<file path="src/rtl/frame_buffer_pkg.sv">
// Shared types for the ping-pong frame buffer: reader state encoding and bank address helper.
// Combinational only; no latency and no backpressure of its own.
package frame_buffer_pkg;

  typedef enum logic [1:0] {
    RD_IDLE,
    RD_WAIT_RDY,
    RD_STREAM,
    RD_DRAIN
  } rd_state_e;

  // LRAM address is {bank, offset}; the bank bit sits directly above the aw offset bits.
  function automatic logic [31:0] bank_addr(input logic bank, input logic [30:0] offset,
                                            input int unsigned aw);
    return {1'b0, offset} | (32'(bank) << aw);
  endfunction

endpackage

</file>
<file path="src/rtl/fb_rd_skid_fifo.sv">
// Small generic FIFO used as the scanout skid buffer; head word is visible the cycle after push.
// Backpressure: head held stable until pop_rdy_i; producer must respect count_o (no overflow guard).
module fb_rd_skid_fifo #(
  parameter int unsigned WIDTH = 32,
  parameter int unsigned DEPTH = 3
) (
  input  logic                       clk_i,
  input  logic                       rst_n_i,
  input  logic                       push_vld_i,
  input  logic [WIDTH-1:0]           push_dat_i,
  input  logic                       pop_rdy_i,
  output logic                       pop_vld_o,
  output logic [WIDTH-1:0]           pop_dat_o,
  output logic [$clog2(DEPTH+1)-1:0] count_o
);

  localparam int unsigned CNT_W = $clog2(DEPTH + 1);
  localparam int unsigned PTR_W = (DEPTH > 1) ? $clog2(DEPTH) : 1;

  logic [WIDTH-1:0] mem_q [DEPTH];
  logic [PTR_W-1:0] wr_ptr_q, wr_ptr_d;
  logic [PTR_W-1:0] rd_ptr_q, rd_ptr_d;
  logic [CNT_W-1:0] cnt_q, cnt_d;
  logic             pop;

  function automatic logic [PTR_W-1:0] next_ptr(input logic [PTR_W-1:0] p);
    return (p == PTR_W'(DEPTH - 1)) ? '0 : p + PTR_W'(1);
  endfunction

  assign pop       = pop_rdy_i & (cnt_q != '0);
  assign pop_vld_o = (cnt_q != '0);
  assign pop_dat_o = mem_q[rd_ptr_q];
  assign count_o   = cnt_q;

  always_comb begin
    wr_ptr_d = push_vld_i ? next_ptr(wr_ptr_q) : wr_ptr_q;
    rd_ptr_d = pop ? next_ptr(rd_ptr_q) : rd_ptr_q;
    cnt_d    = cnt_q;
    if (push_vld_i && !pop) begin
      cnt_d = cnt_q + CNT_W'(1);
    end else if (!push_vld_i && pop) begin
      cnt_d = cnt_q - CNT_W'(1);
    end
  end

  always_ff @(posedge clk_i or negedge rst_n_i) begin
    if (!rst_n_i) begin
      for (int i = 0; i < int'(DEPTH); i++) begin
        mem_q[i] <= '0;
      end
      wr_ptr_q <= '0;
      rd_ptr_q <= '0;
      cnt_q    <= '0;
    end else begin
      if (push_vld_i) begin
        mem_q[wr_ptr_q] <= push_dat_i;
      end
      wr_ptr_q <= wr_ptr_d;
      rd_ptr_q <= rd_ptr_d;
      cnt_q    <= cnt_d;
    end
  end

endmodule

</file>
<file path="src/rtl/frame_buffer_ctrl.sv">
// Ping-pong LRAM frame buffer controller: writer fills the back bank, scanout streams the front bank.
// Write reaches port A one cycle after accept; reads return RD_LATENCY cycles after issue into a credit-guarded skid FIFO.
module frame_buffer_ctrl
  import frame_buffer_pkg::*;
#(
  parameter int unsigned DATA_WIDTH  = 32,
  parameter int unsigned BANK_AW     = 15,
  parameter int unsigned FRAME_WORDS = 16384,
  parameter int unsigned BYTE_WIDTH  = DATA_WIDTH / 8,
  parameter int unsigned RD_LATENCY  = 2
) (
  input  logic                  clk_i,
  input  logic                  rst_n_i,
  input  logic                  wr_valid_i,
  output logic                  wr_ready_o,
  input  logic [DATA_WIDTH-1:0] wr_data_i,
  input  logic [BYTE_WIDTH-1:0] wr_ben_i,
  input  logic                  wr_frame_done_i,
  input  logic                  rd_start_i,
  output logic                  rd_valid_o,
  input  logic                  rd_ready_i,
  output logic [DATA_WIDTH-1:0] rd_data_o,
  output logic                  rd_last_o,
  input  logic                  lram_ready_i,
  output logic                  lram_wr_clk_en_o,
  output logic                  lram_wr_en_o,
  output logic [BANK_AW:0]      lram_wr_addr_o,
  output logic [DATA_WIDTH-1:0] lram_wr_data_o,
  output logic [BYTE_WIDTH-1:0] lram_ben_o,
  output logic                  lram_rd_clk_en_o,
  output logic                  lram_rdout_clken_o,
  output logic [BANK_AW:0]      lram_rd_addr_o,
  input  logic [DATA_WIDTH-1:0] lram_rd_data_i,
  output logic                  front_bank_o,
  output logic                  swap_pending_o,
  output logic                  frame_overrun_o
);

  localparam int unsigned ADDR_W     = BANK_AW + 1;
  localparam int unsigned WCNT_W     = BANK_AW + 1;
  localparam int unsigned FIFO_DEPTH = RD_LATENCY + 1;
  localparam int unsigned CNT_W      = $clog2(FIFO_DEPTH + 1);
  localparam logic [WCNT_W-1:0]  FRAME_CNT = WCNT_W'(FRAME_WORDS);
  localparam logic [BANK_AW-1:0] LAST_OFS  = BANK_AW'(FRAME_WORDS - 1);

  // Write side and bank state
  logic                  run_q;
  logic                  front_bank_q, front_bank_d;
  logic                  swap_pending_q, swap_pending_d;
  logic [WCNT_W-1:0]     wr_cnt_q, wr_cnt_d;
  logic                  wr_en_q, wr_en_d;
  logic [ADDR_W-1:0]     wr_addr_q, wr_addr_d;
  logic [DATA_WIDTH-1:0] wr_data_q, wr_data_d;
  logic [BYTE_WIDTH-1:0] wr_ben_q, wr_ben_d;
  logic                  wr_ready, wr_acc, swap;

  // Read side
  rd_state_e             state_q, state_d;
  logic [BANK_AW-1:0]    rd_addr_q, rd_addr_d;
  logic [BANK_AW-1:0]    out_cnt_q, out_cnt_d;
  logic [RD_LATENCY-1:0] infl_q, infl_d;
  logic                  overrun_q, overrun_d;
  logic [CNT_W-1:0]      in_flight, fifo_cnt;
  logic                  credit_ok, issue, fifo_vld, pop, last_pop;
  logic [DATA_WIDTH-1:0] fifo_dat;

  // run_q keeps wr_ready_o low through reset even when the LRAM already reports ready.
  assign wr_ready = run_q & lram_ready_i & ~swap_pending_q & (wr_cnt_q < FRAME_CNT);
  assign wr_acc   = wr_valid_i & wr_ready;
  assign swap     = rd_start_i & (state_q == RD_IDLE) & swap_pending_q;

  always_comb begin
    front_bank_d   = front_bank_q ^ swap;
    swap_pending_d = swap_pending_q;
    if (swap) begin
      swap_pending_d = 1'b0;
    end else if (wr_frame_done_i) begin
      swap_pending_d = 1'b1;
    end
    wr_cnt_d  = wr_cnt_q;
    if (swap) begin
      wr_cnt_d = '0;
    end else if (wr_acc) begin
      wr_cnt_d = wr_cnt_q + WCNT_W'(1);
    end
    wr_en_d   = wr_acc;
    wr_addr_d = wr_addr_q;
    wr_data_d = wr_data_q;
    wr_ben_d  = wr_ben_q;
    if (wr_acc) begin
      wr_addr_d = ADDR_W'(bank_addr(~front_bank_q, 31'(wr_cnt_q[BANK_AW-1:0]), BANK_AW));
      wr_data_d = wr_data_i;
      wr_ben_d  = wr_ben_i;
    end
  end

  // Outstanding reads plus buffered words never exceed the FIFO depth.
  always_comb begin
    in_flight = '0;
    for (int i = 0; i < int'(RD_LATENCY); i++) begin
      in_flight = in_flight + CNT_W'(infl_q[i]);
    end
  end

  assign credit_ok = (in_flight + fifo_cnt) < CNT_W'(FIFO_DEPTH);
  assign issue     = (state_q == RD_STREAM) & lram_ready_i & credit_ok;
  assign pop       = fifo_vld & rd_ready_i;
  assign last_pop  = pop & rd_last_o;

  always_comb begin
    infl_d    = '0;
    infl_d[0] = issue;
    for (int i = 1; i < int'(RD_LATENCY); i++) begin
      infl_d[i] = infl_q[i-1];
    end
  end

  always_comb begin
    state_d   = state_q;
    rd_addr_d = rd_addr_q;
    out_cnt_d = pop ? out_cnt_q + BANK_AW'(1) : out_cnt_q;
    overrun_d = rd_start_i & (state_q != RD_IDLE);
    case (state_q)
      RD_IDLE: begin
        if (rd_start_i) begin
          rd_addr_d = '0;
          out_cnt_d = '0;
          state_d   = lram_ready_i ? RD_STREAM : RD_WAIT_RDY;
        end
      end
      RD_WAIT_RDY: begin
        if (lram_ready_i) begin
          state_d = RD_STREAM;
        end
      end
      RD_STREAM: begin
        if (issue) begin
          if (rd_addr_q == LAST_OFS) begin
            state_d = RD_DRAIN;
          end else begin
            rd_addr_d = rd_addr_q + BANK_AW'(1);
          end
        end
      end
      RD_DRAIN: begin
        if (last_pop) begin
          state_d = RD_IDLE;
        end
      end
      default: state_d = RD_IDLE;
    endcase
  end

  always_ff @(posedge clk_i or negedge rst_n_i) begin
    if (!rst_n_i) begin
      run_q          <= 1'b0;
      front_bank_q   <= 1'b0;
      swap_pending_q <= 1'b0;
      wr_cnt_q       <= '0;
      wr_en_q        <= 1'b0;
      wr_addr_q      <= '0;
      wr_data_q      <= '0;
      wr_ben_q       <= '0;
      state_q        <= RD_IDLE;
      rd_addr_q      <= '0;
      out_cnt_q      <= '0;
      infl_q         <= '0;
      overrun_q      <= 1'b0;
    end else begin
      run_q          <= 1'b1;
      front_bank_q   <= front_bank_d;
      swap_pending_q <= swap_pending_d;
      wr_cnt_q       <= wr_cnt_d;
      wr_en_q        <= wr_en_d;
      wr_addr_q      <= wr_addr_d;
      wr_data_q      <= wr_data_d;
      wr_ben_q       <= wr_ben_d;
      state_q        <= state_d;
      rd_addr_q      <= rd_addr_d;
      out_cnt_q      <= out_cnt_d;
      infl_q         <= infl_d;
      overrun_q      <= overrun_d;
    end
  end

  fb_rd_skid_fifo #(
    .WIDTH (DATA_WIDTH),
    .DEPTH (FIFO_DEPTH)
  ) u_skid (
    .clk_i      (clk_i),
    .rst_n_i    (rst_n_i),
    .push_vld_i (infl_q[RD_LATENCY-1]),
    .push_dat_i (lram_rd_data_i),
    .pop_rdy_i  (rd_ready_i),
    .pop_vld_o  (fifo_vld),
    .pop_dat_o  (fifo_dat),
    .count_o    (fifo_cnt)
  );

  assign wr_ready_o         = wr_ready;
  assign rd_valid_o         = fifo_vld;
  assign rd_data_o          = fifo_dat;
  assign rd_last_o          = fifo_vld & (out_cnt_q == LAST_OFS);
  assign lram_wr_clk_en_o   = wr_en_q;
  assign lram_wr_en_o       = wr_en_q;
  assign lram_wr_addr_o     = wr_addr_q;
  assign lram_wr_data_o     = wr_data_q;
  assign lram_ben_o         = wr_ben_q;
  assign lram_rd_clk_en_o   = issue;
  assign lram_rdout_clken_o = issue;
  assign lram_rd_addr_o     = issue ? ADDR_W'(bank_addr(front_bank_q, 31'(rd_addr_q), BANK_AW)) : '0;
  assign front_bank_o       = front_bank_q;
  assign swap_pending_o     = swap_pending_q;
  assign frame_overrun_o    = overrun_q;

endmodule

</file>
<file path="config.mk">
export PLATFORM = sky130hd
export DESIGN_NAME = frame_buffer_ctrl
export DESIGN_NICKNAME = d
export VERILOG_FILES = /design/src/rtl/frame_buffer_pkg.sv /design/src/rtl/fb_rd_skid_fifo.sv /design/src/rtl/frame_buffer_ctrl.sv
export SDC_FILE = /design/constraint.sdc
export NUM_CORES = 1
export LEC_CHECK = 0
export BUFFER_PORTS_ARGS = -buffer_cell sky130_fd_sc_hd__buf_2
export CAP_MARGIN = 20
export CORE_MARGIN = 1.5
export CORE_UTILIZATION = 50
export CTS_CLUSTER_DIAMETER = 50
export CTS_CLUSTER_SIZE = 8
export DETAILED_ROUTE_END_ITERATION = 12
export PLACE_DENSITY_LB_ADDON = 0.25
export SYNTH_ARGS = -nofsm -noshare
export SYNTH_HDL_FRONTEND = slang
export SYNTH_SLANG_ARGS = --single-unit
</file>
<file path="constraint.sdc">
create_clock -name clk_i -period 2.1 [get_ports clk_i]
set_input_delay 0.42 -clock clk_i [delete_from_list [all_inputs] [get_ports clk_i]]
set_output_delay 0.42 -clock clk_i [all_outputs]
set_load 0.01 [all_outputs]
</file>
# Yosys cells after proc, flatten, opt, wreduce, memory -nomap -nowiden
# Index checks and enable logic that the tools add are counted.
# op_classes
addsub	9
n_lt_le_gt_ge	5
n_eq_ne	13
muxes	29
n_bitwise	19
n_reduce_logical	14
# ops
op	n
bitwise mux 96 bit	1
2-to-1 mux 32 bit	3
2-to-1 mux 15 bit	6
binary-select mux 32 bit (select 2 bit)	1
demux 32 bit (select 2 bit)	1
2-to-1 mux 16 bit	3
OR 15 x 16 -> 16 bit	2
adder 15 x 1 -> 15 bit (second input constant)	2
equality test 15 x 14 -> 1 bit (second input constant)	2
case mux 15 bit (2 select lines)	1
2-to-1 mux 2 bit	10
adder 16 x 1 -> 16 bit (second input constant)	1
< comparator 16 x 15 -> 1 bit (second input constant)	1
AND 1 bit	12
nonzero test 2 bit	6
!= test 2 bit (second input constant)	5
equality test 2 bit (second input constant)	4
case mux 2 bit (4 select lines)	1
adder 2 x 1 -> 2 bit (second input constant)	3
>= comparator 3 bit (second input constant)	2
inverter 2 -> 3 bit	2
AND reduction 5 bit	1
AND reduction 4 bit	1
logical AND 1 bit	3
12 further kinds	15
# word_totals
reg_bits	209
input_bits	75
output_inout_bits	110
word_cells	108

# Depth between registers and ports, before layout
# depth
word_depth	6
depth_mapped	9
ltp_nobuf	7

# Modules after synthesis
# Synthesis repeated with hierarchy kept, for this count alone.
# unflattened
hier_cells	858
area_unflattened_um2	9474.1
# modules_own_cells
mod	instances	cells_per_inst	area_per_inst_um2	seq_area_each_um2
frame_buffer_ctrl	1	525	4880.9	2677.6
fb_rd_skid_fifo	1	333	4593.2	2552.4

# Worst setup path before layout
# OpenSTA, ideal clock, no wires.
# synth_timing
path_kind	reg2out
from	register u_skid.cnt_q[0] (netlist: u_skid.count_o[0])
to	output lram_rd_addr_o[10]
arrival_ps	1927
required_ps	1680
path_slack_ps	-247
stages_incl_launch_ff	8
path_buffers	1
path_cell_list	dfrtp_1 inv_1 fa_1 xor2_1 o21ai_2 nor2_1 clkbuf_1 and2_1
# synth_via
elab_chain_cells	4
# synth_rtl
element	line_no	rtl
start, declared	fb_rd_skid_fifo.sv:23	logic [CNT_W-1:0] cnt_q, cnt_d;
start signal, assigned	fb_rd_skid_fifo.sv:60	cnt_q <= cnt_d;
adder 2 bit	frame_buffer_ctrl.sv:105	assign credit_ok = (in_flight + fifo_cnt) < CNT_W'(FIFO_DEPTH);
< comparator 2 bit	frame_buffer_ctrl.sv:105	
AND 1 bit	frame_buffer_ctrl.sv:106	assign issue = (state_q == RD_STREAM) & lram_ready_i & credit_ok;
net lram_rd_clk_en_o	frame_buffer_ctrl.sv:30	output logic lram_rd_clk_en_o,
2-to-1 mux 16 bit	frame_buffer_ctrl.sv:211	assign lram_rd_addr_o = issue ? ADDR_W'(bank_addr(front_bank_q, 31'(rd_addr_q), BANK_AW)) : '0;
end, declared	frame_buffer_ctrl.sv:32	output logic [BANK_AW:0] lram_rd_addr_o,
# The timed path passes the listed nets, and every way through them passes these cells.

# Worst setup path after layout
# layout_timing
from	register infl_q[0]
to	output lram_rd_addr_o[6]
# layout_via
elab_chain_cells	5
# layout_rtl
element	line_no	rtl
start, declared	frame_buffer_ctrl.sv:61	logic [RD_LATENCY-1:0] infl_q, infl_d;
start signal, assigned	frame_buffer_ctrl.sv:181	infl_q <= infl_d;
adder 1 x 1 -> 2 bit	frame_buffer_ctrl.sv:101	in_flight = in_flight + CNT_W'(infl_q[i]);
adder 2 bit	frame_buffer_ctrl.sv:105	
< comparator 2 bit	frame_buffer_ctrl.sv:105	
AND 1 bit	frame_buffer_ctrl.sv:106	
2-to-1 mux 16 bit	frame_buffer_ctrl.sv:211	
# No other way between the ends.

==> summary.txt <==
Worst setup path
  • Startpoint Class: register
  • Worst reg-to-reg path cell count: 7
  • Max Fanout on Critical Path: 19
  • Critical Path RT: 1.68 ns
  • Critical path class: reg -> out
  • R2R Setup Slk: -0.08 ns
  • Reg2reg start: infl_q[0]
  • Reg-to-reg critical path endpoint: rd_addr_q[2]
  • Arrival time worst endpoint: 2.17 ns
  • Critical path endpoint category: output pin

Routing
  • ANT nets after route: 0
  • Drt pass-1 iters: 8
  • Per-cell routed wire length: 16.1 microns
  • Initial drt markers: 267
  • Post-Route WL: 21.3 mm
  • # DRC: 12
  • Vias: 6,894
  • Top layer in use: met4
  • M1 wire length: 9.16 mm
  • DR WL met3: 1.40 mm
  • Met2 wire len: 10.4 mm
  • Vias/cell: 5.23

Global route
  • Vias in the first global route: 7,269
  • Total global routing overflow: 0
  • All-Layer GR Usage: 22.4%
  • Initial antenna violation count: 0
  • Largest net degree at the start of global routing: 62
  • First-pass GRT wire length: 35.8 mm

STA
  • Slew headroom: 52.2%
  • Period minus WS final: 2.59 ns
  • Worst-Margin Slew: 0.716 ns
  • Slew Viols, Final: 0
  • Final period util: 123%
  • RSZ-0062 raised after global routing: yes
  • Max Freq: 0.386 GHz
  • Worst clock skew: 0.0168 ns
  • Final hold vios: 0
  • Final setup vio count: 49
  • Final worst setup slack: -0.493 ns

Place
  • Placed insts: 1,267
  • GPL Wtd Cong: 0.808
  • Buffers on Ports: 184
  • Hpwl dp: 13.3 mm

Power
  • Static leakage: 6.05 nW
  • PwrDens: 1350 nW/um^2
  • Worst vdd ir: 0.629 mV

Finish
  • Layout cells sized above 1: 39.9%
  • Nets: 1,170
  • Syn-to-layout area delta: 29.2%
  • Antenna Cells: 0
  • Post-layout util: 66.5%
  • FF+latch area: 5230 sq um
  • Fill cells: 1,378
  • Area of the multi-input gates: 4110 sq um
  • Finished Layout Cells: 1,318

Yosys
  • XOR/XNOR Fraction of Synth Area: 3.29%
  • Top post-synthesis cells by area: dfrtp_1 (56%), mux2_2 (12%), nand2_1 (8.7%)
  • Syn avg cell area: 10.8 sq um
  • Number of synthesized flops with an enable pin: 0
  • Synth async-reset ratio: 100%
  • Largest family of logic cells by synthesized area: simple AND/OR/NAND/NOR gates
  • Fraction of synthesized area in multiplexers: 15.5%
  • Post-Synth Simple-Gate Area: 17.0%
  • Most instantiated library cell after synthesis: nand2_1
  • Area leader, netlist: dfrtp_1
  • Primary FF master, synth: dfrtp_1
  • Yosys Warn Count: 0
  • Synth Area in Adders: 1.29%
  • Yosys reg bits: 209
  • Synthesized Nets: 948
  • Synthesized area: 9310 sq um
  • Synth top area share: 56.2%
  • Netlist cell types: 52
  • Mapped Cells: 864
  • Seq/Total Area, Yosys: 56.2%
  • Synth Area in Compound Gates: 4.18%
  • Post-synth top cells: nand2_1 (217), dfrtp_1 (209), mux2_2 (96)

Floorplan
  • Die H: 139 microns
  • Core area: 18,100 sq um
  • Ports: 185
  • Die area: 19,500 sq um
  • Die Width: 139 microns
  • Cell row count: 49
  • Initial core utilization: 51.5%

Min path
  • HP Class: in -> reg
  • Hold worst-path end: lram_wr_data_o[31]
  • Hold path cells: 3
  • Hold_sp: wr_data_i[31]

Clocking
  • CTS tree: built
  • Clk buf depth: 3
  • Sink Count: 209
  • Clock-pin slew on the worst setup and hold paths: 0.05 ns
  • H-Tree Depth: 1
  • CTS root buffer: clkbuf_16
  • Clk Latency, worst-skew pair: 0.53 ns
  • Total CTS buffers: 30

Run status
  • Failing checks: design-rule violations, negative setup slack
  • Status: finished with violations

Job
  • Max-cap violation count: 0
## where the power goes
group / leakage (nW) / switching (mW) / total, mW / internal [mW]
logic: 3.02 / 2.80 / 5.96 / 3.16
clock network: 0.392 / 1.59 / 4.16 / 2.57
registers: 2.64 / 0.816 / 6.06 / 5.24
## layout by cell type (no fill, tap or decap), drive strengths merged, types with 2 or more instances in the layout
cell type and n:
a211oi 2, a21o 2, a21oi 8, a22o 2, a31oi 4, and2 21, and3 7, and4 6
buf 233, clkbuf 34, clkinv 2, dfrtp 209, ha 8, inv 10, mux2 97, mux2i 35
nand2 217, nand2b 2, nand3 13, nand3b 2, nand4 11, nor2 48, nor2b 4, nor3 7
nor4 5, nor4b 2, o2111ai 2, o211ai 2, o21ai 40, o31ai 3, or2 2, or3 4
or4 2, xnor2 13, xor2 22
## kinds of logic (layout without fill, tap and decap cells)
kind of cell | after synthesis | after routing
other cells | 1 | 1
mux | 132 | 132
buf+inv | 55 | 280
fa+ha+maj | 9 | 9
simple gates | 356 | 356
xor+xnor | 35 | 35
compound gates | 67 | 67
flops | 209 | 209
## metrics by stage
| stage | total power, mW | hold slack (ns) | setup slack, ns | instance area (sq um) | setup TNS, ns |
|---|---|---|---|---|---|
| 3_3_place_gp | 10.8 | 0.360 | -0.141 | 10700 | -2.34 |
| 4_1_cts | 16.1 | 0.0662 | -0.501 | 12000 | -10.90 |
| 6_report | 16.2 | 0.0906 | -0.493 | 12000 | -9.81 |
| 2_1_floorplan | 9.16 | 0.124 | 0.0291 | 9340 | 0 |
| 5_1_grt | 17.1 | 0.0699 | -0.598 | 12000 | -15.10 |
| 3_5_place_dp | 10.9 | 0.359 | -0.216 | 10700 | -3.53 |
## how the worst max path moves through the flow
stage / start / to / cells after the start
2_1_floorplan: u_skid.count_o[0] / rd_addr_q[4] / 7
3_3_place_gp: infl_q[0] / lram_rd_addr_o[15] / 7
3_5_place_dp: infl_q[0] / lram_rd_addr_o[4] / 7
4_1_cts: infl_q[0] / lram_rd_addr_o[6] / 8
5_1_grt: infl_q[0] / lram_rd_addr_o[3] / 8
6_report: infl_q[0] / lram_rd_addr_o[6] / 8
## area by class of cell
class / instances / share of cell area, %
timing repair buffer: 235 / 13.0
multi-input combinational: 600 / 34.2
clock buffer: 33 / 6.51
inverter: 10 / 0.312
tap: 229 / 2.38
clock inverter: 2 / 0.0832
sequential: 209 / 43.5
## layer usage
layer,global-route usage [%],vias to the layer above
li1,-,3336
met4,5.21,0
met5,0,-
met3,4.85,21
met1,29.3,3360
met2,38.4,177
## sequential cells by signal, indices dropped and copies added (netlist names)
register          flops
u_skid.mem_q         96
lram_wr_data_o       32
lram_wr_addr_o       16
wr_cnt_q             16
out_cnt_q            15
rd_addr_q            15
lram_ben_o            4
infl_q                2
state_q               2
u_skid.count_o        2
u_skid.rd_ptr_q       2
u_skid.wr_ptr_q       2
frame_overrun_o       1
front_bank_o          1
lram_wr_clk_en_o      1
run_q                 1
swap_pending_o        1
## critical path, stage by stage, from the launching register on
cell and delay, ns:
dfrtp_1 0.35, inv_2 0.04, fa_2 0.39, xor2_2 0.16, o21ai_2 0.19, nor2_4 0.07, buf_12 0.15, and2_1 0.16
buf_2 0.13
## repair_timing
action,in CTS,in global routing
gates cloned,6,0
pin swaps,24,6
endpoints found under the hold margin,54,0
setup endpoints to repair,54,63
hold buffers,1,0
gates resized for setup,77,44
buffers inserted,13,3
(Power assumes the default switching activity.)
